`config.mk`:
```
export PLATFORM = sky130hd
export DESIGN_NAME = mul_seq_flat
export DESIGN_NICKNAME = d
export VERILOG_FILES = /design/src/rtl/mul_seq_pkg.sv /design/src/rtl/mul_seq_if.sv /design/src/rtl/mul_seq_rca.sv /design/src/rtl/mul_seq.sv /design/src/flat_wrapper.sv
export SDC_FILE = /design/constraint.sdc
export NUM_CORES = 1
export LEC_CHECK = 0
export CAP_MARGIN = 10
export CELL_PAD_IN_SITES_DETAIL_PLACEMENT = 0
export CELL_PAD_IN_SITES_GLOBAL_PLACEMENT = 2
export CORE_UTILIZATION = 34
export DETAILED_ROUTE_END_ITERATION = 10
export GPL_ROUTABILITY_DRIVEN = 0
export PLACE_DENSITY_LB_ADDON = 0.1
export SLEW_MARGIN = 30
export SYNTH_ARGS = -nofsm -noshare
export SYNTH_HDL_FRONTEND = slang
export SYNTH_HIERARCHICAL = 1
export SYNTH_SLANG_ARGS = --single-unit
```
`constraint.sdc`:
```
create_clock -name clk_i -period 17.95 [get_ports clk_i]
set_input_delay 2.6925 -clock clk_i [delete_from_list [all_inputs] [get_ports clk_i]]
set_output_delay 2.6925 -clock clk_i [all_outputs]
set_load 0.05 [all_outputs]
```
`src/rtl/mul_seq_pkg.sv`:
```
// Shared definitions for the M-extension multiply sequencer: operation
// encodings and the operand signedness rules the decoder also relies on.
package mul_seq_pkg;

    typedef enum logic [1:0] {
        OP_MUL    = 2'b00,
        OP_MULH   = 2'b01,
        OP_MULHSU = 2'b10,
        OP_MULHU  = 2'b11
    } op_e;

    function automatic logic a_signed(input op_e op);
        return (op == OP_MULH) || (op == OP_MULHSU);
    endfunction

    function automatic logic b_signed(input op_e op);
        return op == OP_MULH;
    endfunction

endpackage

```
`src/rtl/mul_seq_if.sv`:
```
// Request and result handshake bundle between the execute stage and mul_seq.
interface mul_seq_if #(parameter int XLEN = 32);

    logic            start_i;
    logic [1:0]      op_i;
    logic [XLEN-1:0] a_i;
    logic [XLEN-1:0] b_i;
    logic            ready_o;
    logic            busy_o;
    logic            valid_o;
    logic [XLEN-1:0] result_o;
    logic            result_ready_i;

    modport master (
        output start_i, op_i, a_i, b_i, result_ready_i,
        input  ready_o, busy_o, valid_o, result_o
    );

    modport slave (
        input  start_i, op_i, a_i, b_i, result_ready_i,
        output ready_o, busy_o, valid_o, result_o
    );

endinterface

```
`src/rtl/mul_seq_rca.sv`:
```
// N-bit ripple carry adder; the only adder in the multiply sequencer.
module mul_seq_rca #(
    parameter int N = 32
) (
    input  logic [N-1:0] a_i,
    input  logic [N-1:0] b_i,
    input  logic         c_i,
    output logic [N-1:0] sum_o,
    output logic         c_o
);

    logic [N:0] carry;

    always_comb begin
        carry[0] = c_i;
        for (int i = 0; i < N; i++) begin
            sum_o[i]     = a_i[i] ^ b_i[i] ^ carry[i];
            carry[i+1]   = (a_i[i] & b_i[i]) | (carry[i] & (a_i[i] ^ b_i[i]));
        end
    end

    assign c_o = carry[N];

endmodule

```
`src/rtl/mul_seq.sv`:
```
// Multi-cycle shift-add multiplier for MUL/MULH/MULHSU/MULHU; one shared adder
// handles absolute value, accumulation and final negation at fixed latency.
module mul_seq
    import mul_seq_pkg::*;
#(
    parameter int XLEN = 32
) (
    input  logic      clk_i,
    input  logic      rst_ni,
    mul_seq_if.slave  bus
);

    localparam int CNT_W = $clog2(XLEN) + 1;

    localparam logic [2:0] S_IDLE   = 3'd0;
    localparam logic [2:0] S_ABS_A  = 3'd1;
    localparam logic [2:0] S_ABS_B  = 3'd2;
    localparam logic [2:0] S_MUL    = 3'd3;
    localparam logic [2:0] S_NEG_LO = 3'd4;
    localparam logic [2:0] S_NEG_HI = 3'd5;
    localparam logic [2:0] S_DONE   = 3'd6;

    logic [2:0]       state_q, state_d;
    logic [XLEN-1:0]  mcand_q, mcand_d;
    logic [XLEN-1:0]  hi_q, hi_d;
    logic [XLEN-1:0]  lo_q, lo_d;
    logic             neg_q, neg_d;
    op_e              op_q, op_d;
    logic             carry_q, carry_d;
    logic [CNT_W-1:0] cnt_q, cnt_d;

    logic [XLEN-1:0]  rca_a, rca_b, rca_sum;
    logic             rca_c, rca_co;

    op_e              op_in;
    assign op_in = op_e'(bus.op_i);

    // Operand mux: every add and negate in the sequence goes through this one adder.
    always_comb begin
        // NOTE: every always_comb output gets a default first so no path leaves it unassigned and infers a latch.
        rca_a = '0;
        rca_b = '0;
        rca_c = 1'b0;
        case (state_q)
            S_ABS_A:  begin rca_a = ~mcand_q; rca_c = 1'b1; end
            S_ABS_B:  begin rca_a = ~lo_q;    rca_c = 1'b1; end
            S_MUL:    begin rca_a = hi_q;     rca_b = lo_q[0] ? mcand_q : '0; end
            S_NEG_LO: begin rca_a = ~lo_q;    rca_c = 1'b1; end
            S_NEG_HI: begin rca_a = ~hi_q;    rca_c = carry_q; end
            default:  ;
        endcase
    end

    mul_seq_rca #(.N(XLEN)) u_rca (
        .a_i   (rca_a),
        .b_i   (rca_b),
        .c_i   (rca_c),
        .sum_o (rca_sum),
        .c_o   (rca_co)
    );

    always_comb begin
        state_d = state_q;
        mcand_d = mcand_q;
        hi_d    = hi_q;
        lo_d    = lo_q;
        neg_d   = neg_q;
        op_d    = op_q;
        carry_d = carry_q;
        cnt_d   = cnt_q;
        case (state_q)
            S_IDLE: begin
                if (bus.start_i) begin
                    mcand_d = bus.a_i;
                    lo_d    = bus.b_i;
                    hi_d    = '0;
                    op_d    = op_in;
                    neg_d   = (a_signed(op_in) & bus.a_i[XLEN-1])
                            ^ (b_signed(op_in) & bus.b_i[XLEN-1]);
                    state_d = S_ABS_A;
                end
            end
            S_ABS_A: begin
                if (a_signed(op_q) && mcand_q[XLEN-1]) mcand_d = rca_sum;
                state_d = S_ABS_B;
            end
            S_ABS_B: begin
                if (b_signed(op_q) && lo_q[XLEN-1]) lo_d = rca_sum;
                cnt_d   = '0;
                state_d = S_MUL;
            end
            S_MUL: begin
                // Accumulate into hi, then shift {carry, hi, lo} right; lo drains the multiplier.
                {hi_d, lo_d} = {rca_co, rca_sum, lo_q[XLEN-1:1]};
                cnt_d = cnt_q + CNT_W'(1);
                if (cnt_q == CNT_W'(XLEN - 1)) state_d = S_NEG_LO;
            end
            S_NEG_LO: begin
                if (neg_q) begin
                    lo_d    = rca_sum;
                    carry_d = rca_co;
                end
                state_d = S_NEG_HI;
            end
            S_NEG_HI: begin
                if (neg_q) hi_d = rca_sum;
                state_d = S_DONE;
            end
            S_DONE: begin
                if (bus.result_ready_i) state_d = S_IDLE;
            end
            default: state_d = S_IDLE;
        endcase
    end

    always_ff @(posedge clk_i) begin
        // NOTE: sequential state uses non-blocking assignments so every flop samples pre-edge values.
        if (!rst_ni) begin
            state_q <= S_IDLE;
            mcand_q <= '0;
            hi_q    <= '0;
            lo_q    <= '0;
            neg_q   <= 1'b0;
            op_q    <= OP_MUL;
            carry_q <= 1'b0;
            cnt_q   <= '0;
        end else begin
            state_q <= state_d;
            mcand_q <= mcand_d;
            hi_q    <= hi_d;
            lo_q    <= lo_d;
            neg_q   <= neg_d;
            op_q    <= op_d;
            carry_q <= carry_d;
            cnt_q   <= cnt_d;
        end
    end

    assign bus.ready_o  = (state_q == S_IDLE);
    assign bus.busy_o   = (state_q != S_IDLE);
    assign bus.valid_o  = (state_q == S_DONE);
    assign bus.result_o = (op_q == OP_MUL) ? lo_q : hi_q;

endmodule

```
`src/flat_wrapper.sv`:
```
// flat-port wrapper written by rule: the top's interface ports become plain ports
module mul_seq_flat import mul_seq_pkg::*;
#(
    parameter int XLEN = 32
)
  (clk_i, rst_ni, bus_start_i, bus_op_i, bus_a_i, bus_b_i, bus_result_ready_i, bus_ready_o, bus_busy_o, bus_valid_o, bus_result_o);
  mul_seq_if #(.XLEN(XLEN)) bus_i ();
  input  logic clk_i;
  input  logic rst_ni;
  input wire logic [$bits(bus_i.start_i)-1:0] bus_start_i;
  input wire logic [$bits(bus_i.op_i)-1:0] bus_op_i;
  input wire logic [$bits(bus_i.a_i)-1:0] bus_a_i;
  input wire logic [$bits(bus_i.b_i)-1:0] bus_b_i;
  input wire logic [$bits(bus_i.result_ready_i)-1:0] bus_result_ready_i;
  output wire logic [$bits(bus_i.ready_o)-1:0] bus_ready_o;
  output wire logic [$bits(bus_i.busy_o)-1:0] bus_busy_o;
  output wire logic [$bits(bus_i.valid_o)-1:0] bus_valid_o;
  output wire logic [$bits(bus_i.result_o)-1:0] bus_result_o;
  assign bus_i.start_i = bus_start_i;
  assign bus_i.op_i = bus_op_i;
  assign bus_i.a_i = bus_a_i;
  assign bus_i.b_i = bus_b_i;
  assign bus_i.result_ready_i = bus_result_ready_i;
  assign bus_ready_o = bus_i.ready_o;
  assign bus_busy_o = bus_i.busy_o;
  assign bus_valid_o = bus_i.valid_o;
  assign bus_result_o = bus_i.result_o;
  mul_seq #(.XLEN(XLEN)) u_core (.clk_i(clk_i), .rst_ni(rst_ni), .bus(bus_i));
endmodule
```
# Yosys cells after proc, flatten, opt, wreduce, memory -nomap -nowiden
# Cells that the tools add are included.
# classes
addsub	1
n_eq_ne	18
muxes	19
n_bitwise	166
reduce_logical	19
# ops
cell	n
32-bit 2-to-1 mux	9
32-bit case mux with 4 select lines	2
32-bit NOT	3
32-bit case mux with 3 select lines	1
1-bit bitwise AND	66
1-bit XOR	65
32-bit case mux with 2 select lines	1
1-bit bitwise OR	32
3-bit case mux with 7 select lines	1
6-bit case mux with 2 select lines	1
2-bit by 1-bit != test with 1-bit output, second input constant	5
3-bit == test, second input constant	3
3-bit 2-to-1 mux	3
3-bit AND reduction	3
6-bit by 1-bit adder with 6-bit output, second input constant	1
3-bit by 2-bit == test with 1-bit output, second input constant	2
6-bit by 5-bit == test with 1-bit output, second input constant	1
3-bit nonzero test	2
2-bit by 1-bit == test with 1-bit output, second input constant	2
2-bit == test, second input constant	2
2-bit != test, second input constant	2
2-bit AND reduction	2
4-bit AND reduction	1
2-bit nonzero test	2
9 further kinds	11
# word_totals
register_bits	109
inputBits	70
out_inout_bits	35
elab_cells	231

# Longest topological paths before layout
# logic_depth
word_depth	69
depth_mapped	46
depth_no_buf	43

# Hierarchy
# Netlist, hierarchy kept.
# by_module_without_submodules
mod	n_inst	cells_per_inst	area_each_um2	seq_area_each_um2
mul_seq	1	954	7721.2	2182.1
mul_seq_rca	1	42	678.2	0.0

# Least setup slack after synthesis
# No wires, ideal clock.
# synth_path
path_kind	reg2reg
startpoint	register u_core.state_q[2]
endpoint	register u_core.lo_q[31]
setup_ns	0.070
arrival_time_ns	14.316
required_time_ns	17.880
path_slack_ns	3.564
stages_incl_launch_ff	46
n_path_buf	2
period_less_slack_ns	14.386
cell_sequence	dfxtp_1 -> buf_4 -> buf_2 -> nor2_1 -> nand2_1 -> inv_1 -> nor2_1 -> fa_1 -> fa_1 -> fa_1 -> fa_1 -> fa_1 -> fa_1 -> fa_1 -> fa_1 -> fa_1 -> fa_1 -> fa_1 -> (+10 left out) -> fa_1 -> fa_1 -> fa_1 -> fa_1 -> fa_1 -> fa_1 -> fa_1 -> fa_1 -> fa_1 -> fa_1 -> fa_1 -> fa_1 -> inv_1 -> fa_1 -> inv_1 -> mux2_2 -> o221ai_1 -> a21oi_1
# synth_rtl
item	line	source
start: declaration	mul_seq.sv:23	logic [2:0] state_q, state_d;
start signal: assignment	mul_seq.sv:128	state_q <= state_d;
end signal: assignment	mul_seq.sv:131	lo_q <= lo_d;
end: declaration	mul_seq.sv:26	logic [XLEN-1:0] lo_q, lo_d;

# Worst setup path after layout
# layout_path
startpoint	register u_core.state_q[1]
endpoint	register u_core.lo_q[31]
# layout_between
elab_chain_len	69
word_cells_on_any_way	146
classes_between	eq/ne: 8; mux: 6; bitwise: 127; reduce/logical: 5
# layout_rtl
item	line	source
3-bit by 2-bit == test with 1-bit output or 3-bit == test (tied branches)	mul_seq.sv:44	case (state_q)
2-bit OR reduction (no source line)	-	
32-bit case mux with 4 select lines *	mul_seq.sv:44	
via u_core.rca_a[0]	mul_seq.sv:32	logic [XLEN-1:0] rca_a, rca_b, rca_sum;
1-bit XOR	mul_seq_rca.sv:18	carry[i+1] = (a_i[i] & b_i[i]) | (carry[i] & (a_i[i] ^ b_i[i]));
1-bit bitwise AND	mul_seq_rca.sv:18	
1-bit bitwise OR *	mul_seq_rca.sv:18	
1-bit bitwise AND *	mul_seq_rca.sv:18	
(+55 left out)	-	
1-bit bitwise AND *	mul_seq_rca.sv:18	
1-bit bitwise OR *	mul_seq_rca.sv:18	
1-bit bitwise AND *	mul_seq_rca.sv:18	
1-bit bitwise OR *	mul_seq_rca.sv:18	
1-bit XOR *	mul_seq_rca.sv:17	sum_o[i] = a_i[i] ^ b_i[i] ^ carry[i];
via u_core.rca_sum[31]	mul_seq.sv:32	
32-bit 2-to-1 mux (on tied branches)	mul_seq.sv:99, mul_seq.sv:88	
32-bit case mux with 4 select lines *	mul_seq.sv:71	case (state_q)
# Mark *: on every way through the listed nets, which the timed path passes. The rest lies on a longest branch. The select of a mux whose other input is x is not followed.
# A chain may end at the register's enable or synchronous reset.

==> flow_metrics.env <==
export IMPL_status="completed"
export IMPL_cp_required_ps=18250
export IMPL_routed_via_density=5.67
export IMPL_grt_pass1_vias=7505
export IMPL_leakage_nw=4.13
export IMPL_worstMarginPinSlew_ps=862
export IMPL_pre_cts_slack_ps=2910
export IMPL_grt_pass1_wl_mm=46.2
export IMPL_cp_slowest_cell="nor2_2"
export IMPL_rsz0062_at_grt="false"
export IMPL_critical_path_class="register to register"
export IMPL_ys_types=46
export IMPL_regToRegSetupSlack_ps=2710
export IMPL_h_tree_depth=3
export IMPL_drcViolationCount=0
export IMPL_min_period_over_period=0.849
export IMPL_ys_warnings_count=6
export IMPL_yosysSeqAreaShare=0.260
export IMPL_core_rowCount=57
export IMPL_synthFlopType="dfxtp_1"
export IMPL_core_area_sq_um=24200
export IMPL_clock_skew_ps=6.67
export IMPL_insertion_delay_ps=360
export IMPL_fin_ws_ps=2710
export IMPL_holdCritPathClass="register to register"
export IMPL_initial_core_util=0.346
export IMPL_synth_edf_count=0
export IMPL_pwr_density_cell_nw_per_um2=115
export IMPL_cts_tree="done"
export IMPL_first_pass_iters=7
export IMPL_finalHoldViolCount=0
export IMPL_setup_viol=0
export IMPL_startpoint_type="register"
export IMPL_syn_inst=996
export IMPL_cts_sinks=109
export IMPL_grt_overflow=0
export IMPL_cts_root_buf="clkbuf_16"
export IMPL_critPathCaptureType="register"
export IMPL_fin_setup_tns_ps=0
export IMPL_crit_arrival_ps=15540
export IMPL_clk_pin_slew_worst_paths_ps=80
export IMPL_vias=7671
export IMPL_antenna_found_initial=0
export IMPL_drv_cap=0
export IMPL_cts_hold_buf=0
export IMPL_slew_headroom=0.425
export IMPL_ant_nets=0
export IMPL_max_clock_freq_ghz=0.0656
export IMPL_mostFrequentLayoutCells="dfxtp_1, clkdlybuf4s50_1, o21ai_0"
export IMPL_wire_per_inst_um=21.5
export IMPL_mostFrequentLayoutCell="dfxtp_1"
export IMPL_avgSynthCellArea_sq_um=8.43
export IMPL_grt_max_degree=66
export IMPL_grt_usage=0.233
export IMPL_diodes=0
export IMPL_r2r_end="u_core/lo_q[31]$_SDFFE_PN0P_"
export IMPL_die_area_sq_um=25300
export IMPL_drtIter0Drc=462
export IMPL_syn_area_sq_um=8400
export IMPL_fp_dieH_um=159
export IMPL_placed_cell_area_sq_um=9570
export IMPL_slowest_delay_ps=570
export IMPL_io_pins=105
export IMPL_crit_top_cell="fa_1"
export IMPL_drive_above_1_share=0.150
export IMPL_post_cts_resized=0
export IMPL_maxSlewViolCount=0
export IMPL_setup_worst_path_end="u_core/lo_q[31]$_SDFFE_PN0P_"
export IMPL_r2r_start="u_core/state_q[1]$_SDFFE_PN0P_"
export IMPL_cts_buffers=9
export IMPL_r2r_cells=43
export IMPL_cp_max_fo=25
export IMPL_hpwl_mm=17.6
export IMPL_wl_mm=29.1
export IMPL_ir_drop_mv=0.0484
export IMPL_synthArstFlopShare=0
export IMPL_min_period_ps=15240
export IMPL_cts_buffer_depth=2
export IMPL_synth_seq_cells=109
export IMPL_postCtsSetupBuffers=0
export IMPL_syn_nets=1102
export IMPL_cp_startpoint="u_core/state_q[1]$_SDFFE_PN0P_"
export IMPL_die_w_um=159
export IMPL_fin_area_sq_um=9930
export IMPL_num_nets_final=1131
export IMPL_area_delta_synth_final_pct=18.3
export IMPL_portBuffers=104
[layout make-up]
cell class,instances,area (sq um)
clock buffers,11,253
clock inverters,5,106
fillers,2491,14300
inverters,15,56.3
multi-input cells,764,5700
flip-flops and latches,109,2180
well taps,324,405
repair buffers,126,1230
[per-stage QoR]
step | hold WS, ps | utilization | instances | power [W]
detailed placement | 474 | 0.395 | 1338 | 0.000902
finish | 488 | 0.410 | 1354 | 0.00115
global route | 511 | 0.410 | 1354 | 0.00122
global placement | 475 | 0.393 | 1336 | 0.000904
CTS | 488 | 0.409 | 1354 | 0.00115
floorplan | 452 | - | 996 | 0.000734
[synth_stat cells (2+ instances only)]
master,instances,area share
buf_4,6,0.0054
mux2_2,64,0.086
a21oi_1,34,0.020
inv_1,15,0.0067
a22o_1,64,0.067
buf_2,39,0.023
a22oi_1,32,0.029
o221ai_1,31,0.032
o211a_1,34,0.041
and3_1,33,0.025
mux2i_1,37,0.044
nand2_1,77,0.034
nor2b_1,6,0.0045
buf_1,8,0.0036
a21boi_1,2,0.0018
o221ai_2,2,0.0036
dfxtp_1,109,0.26
nor3_1,2,0.0012
a21oi_2,2,0.0021
nand3_1,38,0.023
o221a_2,2,0.0027
a21boi_0,2,0.0018
or2_2,32,0.024
clkbuf_1,49,0.022
fa_1,32,0.076
buf_6,6,0.0080
nand3b_1,2,0.0018
o21ai_1,57,0.034
nor3b_1,3,0.0027
o21ai_0,81,0.048
and2_1,38,0.028
nand2b_1,4,0.0030
nor2_1,37,0.017
ha_1,4,0.0060
[layer usage]
| layer | part of all wire | vias to the layer above | global-route usage |
|---|---|---|---|
| met1 | 0.49 | 3745 | 0.339 |
| met5 | 0 | - | 0 |
| met3 | 0.044 | 13 | 0.0260 |
| met2 | 0.46 | 197 | 0.373 |
| li1 | - | 3716 | - |
| met4 | 0.0061 | 0 | 0.0402 |
[worst min path at each step]
stage               cells after the start                      endpoint                         start
finish                                  2  u_core/hi_q[14]$_SDFFE_PN0P_  u_core/hi_q[14]$_SDFFE_PN0P_
CTS                                     2  u_core/hi_q[13]$_SDFFE_PN0P_  u_core/hi_q[13]$_SDFFE_PN0P_
global placement                        2  u_core/hi_q[27]$_SDFFE_PN0P_  u_core/hi_q[27]$_SDFFE_PN0P_
detailed placement                      2  u_core/hi_q[29]$_SDFFE_PN0P_  u_core/hi_q[29]$_SDFFE_PN0P_
global route                            2   u_core/hi_q[5]$_SDFFE_PN0P_   u_core/hi_q[5]$_SDFFE_PN0P_
floorplan                               2  u_core/hi_q[31]$_SDFFE_PN0P_  u_core/hi_q[31]$_SDFFE_PN0P_
[kinds of logic after synthesis]
| family | synth area share |
|---|---|
| AND/OR/NAND/NOR | 0.169 |
| buffers and inverters | 0.0688 |
| adder cells (fa/ha/maj) | 0.0822 |
| AO/OA/AOI/OAI | 0.289 |
| flip-flops | 0.260 |
| multiplexers | 0.130 |
| XOR/XNOR | 0.00104 |
[worst max-delay path, delay by kind of cell (launching register included)]
family                     cells  cell delay (ps)
adders and majority gates     32            12600
and+or+nand+nor                2              770
buffers and inverters          5              670
DFF                            1              470
AOI/OAI and AO/OA              3              460
muxes                          1              180
[report_power, final]
part	internal, W	switching [W]
clock	0.000145	0.000103
combinational	0.000239	0.000347
sequential	0.000276	0.0000378
total	0.000660	0.000487
[registers in the layout, indices dropped and copies added, names as in the netlist]
| name | cells |
|---|---|
| u_core/op_q | 2 |
| u_core/mcand_q | 32 |
| u_core/hi_q | 32 |
| u_core/neg_q | 1 |
| u_core/cnt_q | 6 |
| u_core/state_q | 3 |
| u_core/carry_q | 1 |
| u_core/lo_q | 32 |
No activity file was read; power rests on OpenSTA's default activity.
